===== src/rtl/hamming_secded_engine.sv =====
// hamming_secded_engine: walks NUM_WORDS SECDED words at SRC_BASE, writes corrected 11-bit data plus a double-error flag to DST_BASE
// Ports: CLK clock; reset sync active-low; start/done req/ack handshake;
//        mem_addr/mem_rd_data/mem_wr_en/mem_wr_data byte-wide data-memory port;
//        single_cnt/double_cnt saturating error counts for the current run.
module hamming_secded_engine #(
    parameter int SRC_BASE  = 64,
    parameter int DST_BASE  = 94,
    parameter int NUM_WORDS = 15,
    parameter int AW        = 8
) (
    input  logic          CLK,
    input  logic          reset,
    input  logic          start,
    output logic          done,
    output logic [AW-1:0] mem_addr,
    input  logic [7:0]    mem_rd_data,
    output logic          mem_wr_en,
    output logic [7:0]    mem_wr_data,
    output logic [6:0]    single_cnt,
    output logic [6:0]    double_cnt
);
    typedef enum logic [2:0] {IDLE, RD_LO, RD_HI, DECODE, WR_LO, WR_HI, DONE} state_t;
    state_t state;
    logic [5:0] i;
    logic [7:0] lo, hi;
    logic [15:0] w, wc, res, r;
    logic [3:0] syn;
    logic par, dbl;
    assign w = {hi, lo};
    // syn names the flipped Hamming position; odd overall parity means exactly one flip
    always_comb begin
        syn = '0;
        for (int k = 1; k < 16; k++) syn = syn ^ (w[k] ? k[3:0] : 4'd0);
        par = ^w;
        dbl = !par && syn != 4'd0;
        wc = w;
        if (par && syn != 4'd0) wc[syn] = ~w[syn];
        res = {dbl, 4'b0, wc[15:9], wc[7:5], wc[3]};
    end
    always_comb begin
        mem_addr = state == RD_LO ? AW'(SRC_BASE) + AW'({i, 1'b0}) :
                   state == RD_HI ? AW'(SRC_BASE) + AW'({i, 1'b1}) :
                   state == WR_LO ? AW'(DST_BASE) + AW'({i, 1'b0}) :
                   state == WR_HI ? AW'(DST_BASE) + AW'({i, 1'b1}) : '0;
        mem_wr_en = state == WR_LO || state == WR_HI;
        mem_wr_data = state == WR_HI ? r[15:8] : r[7:0];
    end
    always_ff @(posedge CLK) begin
        if (!reset) begin
            state <= IDLE;
            done <= 1'b0;
            i <= '0;
            single_cnt <= '0;
            double_cnt <= '0;
        end else begin
            case (state)
                IDLE: if (start) begin
                    i <= '0;
                    single_cnt <= '0;
                    double_cnt <= '0;
                    done <= 1'b0;
                    state <= RD_LO;
                end
                RD_LO: begin
                    lo <= mem_rd_data;
                    state <= RD_HI;
                end
                RD_HI: begin
                    hi <= mem_rd_data;
                    state <= DECODE;
                end
                DECODE: begin
                    r <= res;
                    if (par && single_cnt != 7'd127) single_cnt <= single_cnt + 7'd1;
                    if (dbl && double_cnt != 7'd127) double_cnt <= double_cnt + 7'd1;
                    state <= WR_LO;
                end
                WR_LO: state <= WR_HI;
                WR_HI: if (i == 6'(NUM_WORDS - 1)) state <= DONE;
                else begin
                    i <= i + 6'd1;
                    state <= RD_LO;
                end
                DONE: begin
                    done <= 1'b1;
                    state <= IDLE;
                end
                default: state <= IDLE;
            endcase
        end
    end
endmodule

===== config.mk =====
export PLATFORM = sky130hd
export DESIGN_NAME = hamming_secded_engine
export DESIGN_NICKNAME = d
export VERILOG_FILES = /design/src/rtl/hamming_secded_engine.sv
export SDC_FILE = /design/constraint.sdc
export NUM_CORES = 1
export LEC_CHECK = 0
export ABC_AREA = 1
export CAP_MARGIN = 10
export CORE_MARGIN = 1.5
export CORE_UTILIZATION = 55
export DETAILED_ROUTE_END_ITERATION = 10
export PLACE_DENSITY = 0.8
export SLEW_MARGIN = 0
export SYNTH_ARGS = -nofsm -noshare
export SYNTH_HDL_FRONTEND = slang
export SYNTH_SLANG_ARGS = --single-unit

===== constraint.sdc =====
create_clock -name CLK -period 2.6 [get_ports CLK]
set_clock_uncertainty 0.05 [all_clocks]
set_input_delay 0.52 -clock CLK [delete_from_list [all_inputs] [get_ports CLK]]
set_output_delay 0.52 -clock CLK [all_outputs]
set_load 0.01 [all_outputs]

Yosys cells after proc, flatten, opt, wreduce, memory -nomap -nowiden
Index checks and enable logic that the tools add are counted.

word-level totals
  bits in registers = 52
  input port bits = 11
  output and inout port bits = 32
  word-level logic and storage cells = 104

cells by class
  add/subtract/negate cells = 7
  $lt $le $gt $ge = 2
  eq/ne operators = 13
  mux-type cells = 39
  bitwise operators = 15
  reductions and logical operators = 20

operators with widths
  kind                 count
  $mux 8               5
  $add 7x7->8 const A  4
  $mux 4               8
  $pmux 7 s2           2
  $xor 4x4->4          7
  $mux 7               3
  $mux 3               6
  $pmux 3 s6           1
  $bwmux 16            1
  $mux 16              1
  $reduce_xor 16->1    1
  $add 7x1->7 const B  2
  $ne 7x7->1 const B   2
  $mux 6               2
  $pmux 6 s2           1
  $eq 3x3->1 const B   3
  $reduce_and 3->1     3
  $xor 3x3->3          3
  $ne 2x2->1 const B   4
  $reduce_and 2->1     4
  $add 6x1->6 const B  1
  $eq 3x2->1 const B   2
  $eq 6x4->1 const B   1
  $reduce_bool 2->1    3
  other kinds (18)     26

Logic depth before layout (Yosys ltp)
  depth in word-level cells = 21
  gate-level depth with buffers = 19
  gate-level depth less buffers = 18

Worst setup path before layout
OpenSTA, ideal clock, no wires.

  path kind = reg-to-reg
  from = register hi[7]
  to = register r[0] (data pin)
  library setup time = 0.261 ns
  data arrival time = 1.892 ns
  required time = 2.289 ns
  path slack = 0.397 ns
  stages on the path, launching flop included = 14
  path buffers = 1
  period minus slack after synthesis = 2.203 ns
  cells stage by stage = edfxtp_1 -> inv_2 -> nand2_1 -> nand2_1 -> xor2_1 -> xor2_2 -> inv_2 -> nand3_1 -> nand3_1 -> nand2_1 -> nand2_1 -> nor2_1 -> buf_2 -> a21oi_1

on the way
  longest elaborated chain between the ends = 8
  elaborated cells on any way between the ends = 15
  those cells by class = order compare (2); mux (7); bitwise (2); reduce/logical (4)

RTL lines
  item                                                                   line  source
  from (decl)                                                            25    logic [7:0] lo, hi;
  from (signal assigned)                                                 69    hi <= mem_rd_data;
  $mux 4                                                                 33    for (int k = 1; k < 16; k++) syn = syn ^ (w[k] ? k[3:0] : 4'd0);
  $xor 4x4->4                                                            33
  $lt 4x5->1 (implied by the code) / $ge 4x1->1 (equally long branches)  37    if (par && syn != 4'd0) wc[syn] = ~w[syn];
  $logic_and 1x1->1 (implied by the code)                                37
  $mux 1 (implied by the code)                                           37
  $demux 1 s4                                                            37
  $bwmux 16                                                              37
  $mux 16 *                                                              37
  net wc[3]                                                              26    logic [15:0] w, wc, res, r;
  to (signal assigned)                                                   73    r <= res;
  to (decl)                                                              26

The timed path passes the listed nets; every way through them passes the cells marked *. The select of a mux whose other input is x is not followed.
A chain may end at the register's enable or synchronous reset.

Worst setup path in the final report
  from = register state[2]
  to = output port mem_addr[1]

on the way
  longest elaborated chain between the ends = 5
  elaborated cells on any way between the ends = 8
  those cells by class = eq/ne (4); mux (4)

RTL lines
  item                    line  source
  from (decl)             23    state_t state;
  from (signal assigned)  50    state <= IDLE;
  from (signal assigned)  62    state <= RD_LO;
  from (signal assigned)  66    state <= RD_HI;
  $eq 3x3->1              44    state == WR_HI ? AW'(DST_BASE) + AW'({i, 1'b1}) : '0;
  $mux 8                  44
  $mux 8                  43    state == WR_LO ? AW'(DST_BASE) + AW'({i, 1'b0}) :
  $mux 8                  42    state == RD_HI ? AW'(SRC_BASE) + AW'({i, 1'b1}) :
  $mux 8 *                41    mem_addr = state == RD_LO ? AW'(SRC_BASE) + AW'({i, 1'b0}) :
  to (decl)               15    output logic [AW-1:0] mem_addr,

Every way passes the cells marked *; elsewhere a longest branch is shown, timed or not.

==> results by group <==
Outcome
  – Status: finished clean

Yosys
  – Post-synth ARST share: 0%
  – Area leader, netlist: edfxtp_1
  – Count leader, synth: nand2_1
  – Register area share after synthesis: 41.12%
  – Syn Nets: 464
  – Synthesized flop and latch total: 52
  – Main synth FF type: edfxtp_1
  – EDFF count, synth: 28
  – Synth Cell Area: 3213 sq um
  – Ys Warns: 0
  – Yosys top cell area share: 26.17%
  – Distinct cell type count after synthesis: 32
  – Ranking of synthesized cells by area: edfxtp_1, nand2_1, dfxtp_1
  – Mean area per synthesized cell: 7.172 sq um
  – Mapped Cells: 448
  – Commonest cells in the netlist: nand2_1, inv_1, nor2_1

Global route
  – Total grt overflow: 0
  – Initial antenna violation count: 0
  – First-pass GRT wire length: 11,560 microns
  – Pin count of the biggest net entering global routing: 15
  – Vias in the first global route: about 2,600
  – All-Layer GR Usage: 23.00%

Min path
  – Worst hold path class: flop to flop

Setup path
  – Critical path type: flop to output pin
  – Critical Path RT: 2.03 ns
  – Critical Path End Type: output pin
  – CP arrival: 1.88 ns
  – Worst-path maximum fanout: 5
  – Crit path launch type: flop

Floorplan
  – Ports: 43
  – Die area: 6309 sq um
  – Initial cell density of the core: 57.64%
  – Die Wd: approximately 80 microns
  – Die Y: ~80 microns
  – Core ar.: roughly 5600 sq um
  – Row count: 27

Finish
  – Multi-input gate area in the final layout: 1640 sq um
  – Synth-to-layout area growth: 23.87%
  – FF+latch area: between 1000 and 1500 sq um
  – Final core utilization: 71.40%
  – # nets final: ~520
  – N_diodes: 0
  – FILL cells: 476
  – Fraction of layout cells with a size suffix above 1: 11.64%
  – Post-route insts no fill: 579

Detailed routing
  – Number of vias per cell: between 5 and 6
  – Starting DRC count in detailed routing: 224
  – Wirelength per Cell: 12.00 microns
  – DRC Markers: 0
  – Post-Route WL: 6950 microns
  – Via count: 2,990
  – Remaining antenna violation count after routing: 0
  – Drt pass-1 iters: 5

Place
  – Placed cell count: 568
  – Port Buffers: 42
  – Final HPWL DP: ~5300 microns
  – Routability congestion estimate: 0.9342

Clocking
  – Root Driver: clkbuf_8
  – Num CTS Buffers: 5
  – Clock Sinks: 52
  – Clk_lat worst skew: 0.30 ns
  – # H-tree levels: 2
  – CTS tree: done
  – Clock Path Buffers: 2
  – Clock slew at reported path FFs: about 0.090 ns
  – Hold_buf cts: 0

Timing
  – Final setup fails: 0
  – Crit path time final: 2.446 ns
  – Worst slew margin: 67.69%
  – Worst Tran Pin Value: 0.4841 ns
  – Pins Over Slew Limit: 0
  – Final hold vios: 0
  – FMAX: 408.8 MHz
  – RSZ-0062 raised after global routing: yes
  – Tcrit/Tclk final: roughly 94%

Flow run
  – Max Cap Violations: 0

Power and ir drop
  – Leak: around 1.9 nW
  – Max IR drop VDD: 0.3288 mV
  – PD cells: 522.6 nW/um^2
[cell usage in the layout, fill, tap and decap left out, types with 13 or more instances in the layout]
cell / instances
nand2_1: 126
inv_1: 70
nor2_1: 37
clkdlybuf4s50_1: 36
a21oi_1: 33
nand3_1: 29
edfxtp_1: 28
dfxtp_1: 21
o21ai_0: 15
buf_4: 13
[power breakdown]
group	switching, mW	leakage [nW]	internal, mW	total [mW]
registers	0.0283	0.450	0.903	0.932
clock network	0.248	0.0519	0.232	0.480
logic	0.417	1.36	0.252	0.669
total	0.693	1.86	1.39	2.08
[routing by layer]
metal	wire length [microns]	track usage, %	part of all wire, %
met5	0	0	0
met4	73	5.088	1.1
met3	297	2.857	4.3
met2	3410	38.81	49
met1	3168	31.58	46
[layout make-up]
type | instances | area share, %
Multi-Input combinational cell | 312 | 41.21
Sequential cell | 52 | 33.29
Timing Repair Buffer | 55 | 13.30
Inverter | 80 | 7.545
Clock buffer | 8 | 2.389
Tap cell | 72 | 2.263
[state kept, by name, indices dropped and copies added, names as in the netlist]
register and count:
double_cnt 7, done 1, lo 8, hi 8, single_cnt 7, i 6
r 12, state 3
[final timing paths]
check / from / slack, ns / to / depth (start not counted)
setup / recovery: state[2] / 0.15 / mem_addr[1] / 6
hold / removal: single_cnt[4] / 0.44 / single_cnt[4] / 2
setup reg to reg: hi[7] / 0.17 / r[9] / 12
hold reg to reg: single_cnt[4] / 0.44 / single_cnt[4] / 2
[repair_timing]
item	CTS	global route
resized for setup	7	27
cloned	0	1
setup buffers	1	1
setup endpoints to repair	4	23
endpoints found under the hold margin	0	0
pin swaps	1	0
[cells by family after synthesis]
kind of cell,count (synthesis),share of synthesized area [%]
flops,52,41.12
simple gates,228,29.75
xor+xnor,23,7.788
compound gates,56,9.541
buf+inv,84,9.852
fa+ha+maj,5,1.947
[worst max-delay path, cell delays in order, from the launching register on]
cell and delay [ns]:
dfxtp_2 0.38, inv_2 0.08, nor2_1 0.27, buf_4 0.20
nand2_1 0.04, o21ai_0 0.06, clkdlybuf4s50_1 0.55
[metrics by stage]
stage / power, mW / setup WS [ns] / TNS (ns) / cell area [sq um] / hold slack, ns
after CTS: 2.033 / 0.01404 / 0 / 3899 / 0.4363
after global routing: 2.195 / -0.02371 / -0.02597 / 3980 / 0.4576
after global placement: 1.545 / 0.1583 / 0 / 3782 / 0.4219
final: 2.080 / 0.1537 / 0 / 3980 / 0.4383
after floorplan: 1.381 / 0.3972 / 0 / 3213 / 0.4142
after detailed placement: 1.556 / 0.1015 / 0 / 3782 / 0.4227
(Power assumes the default switching activity.)
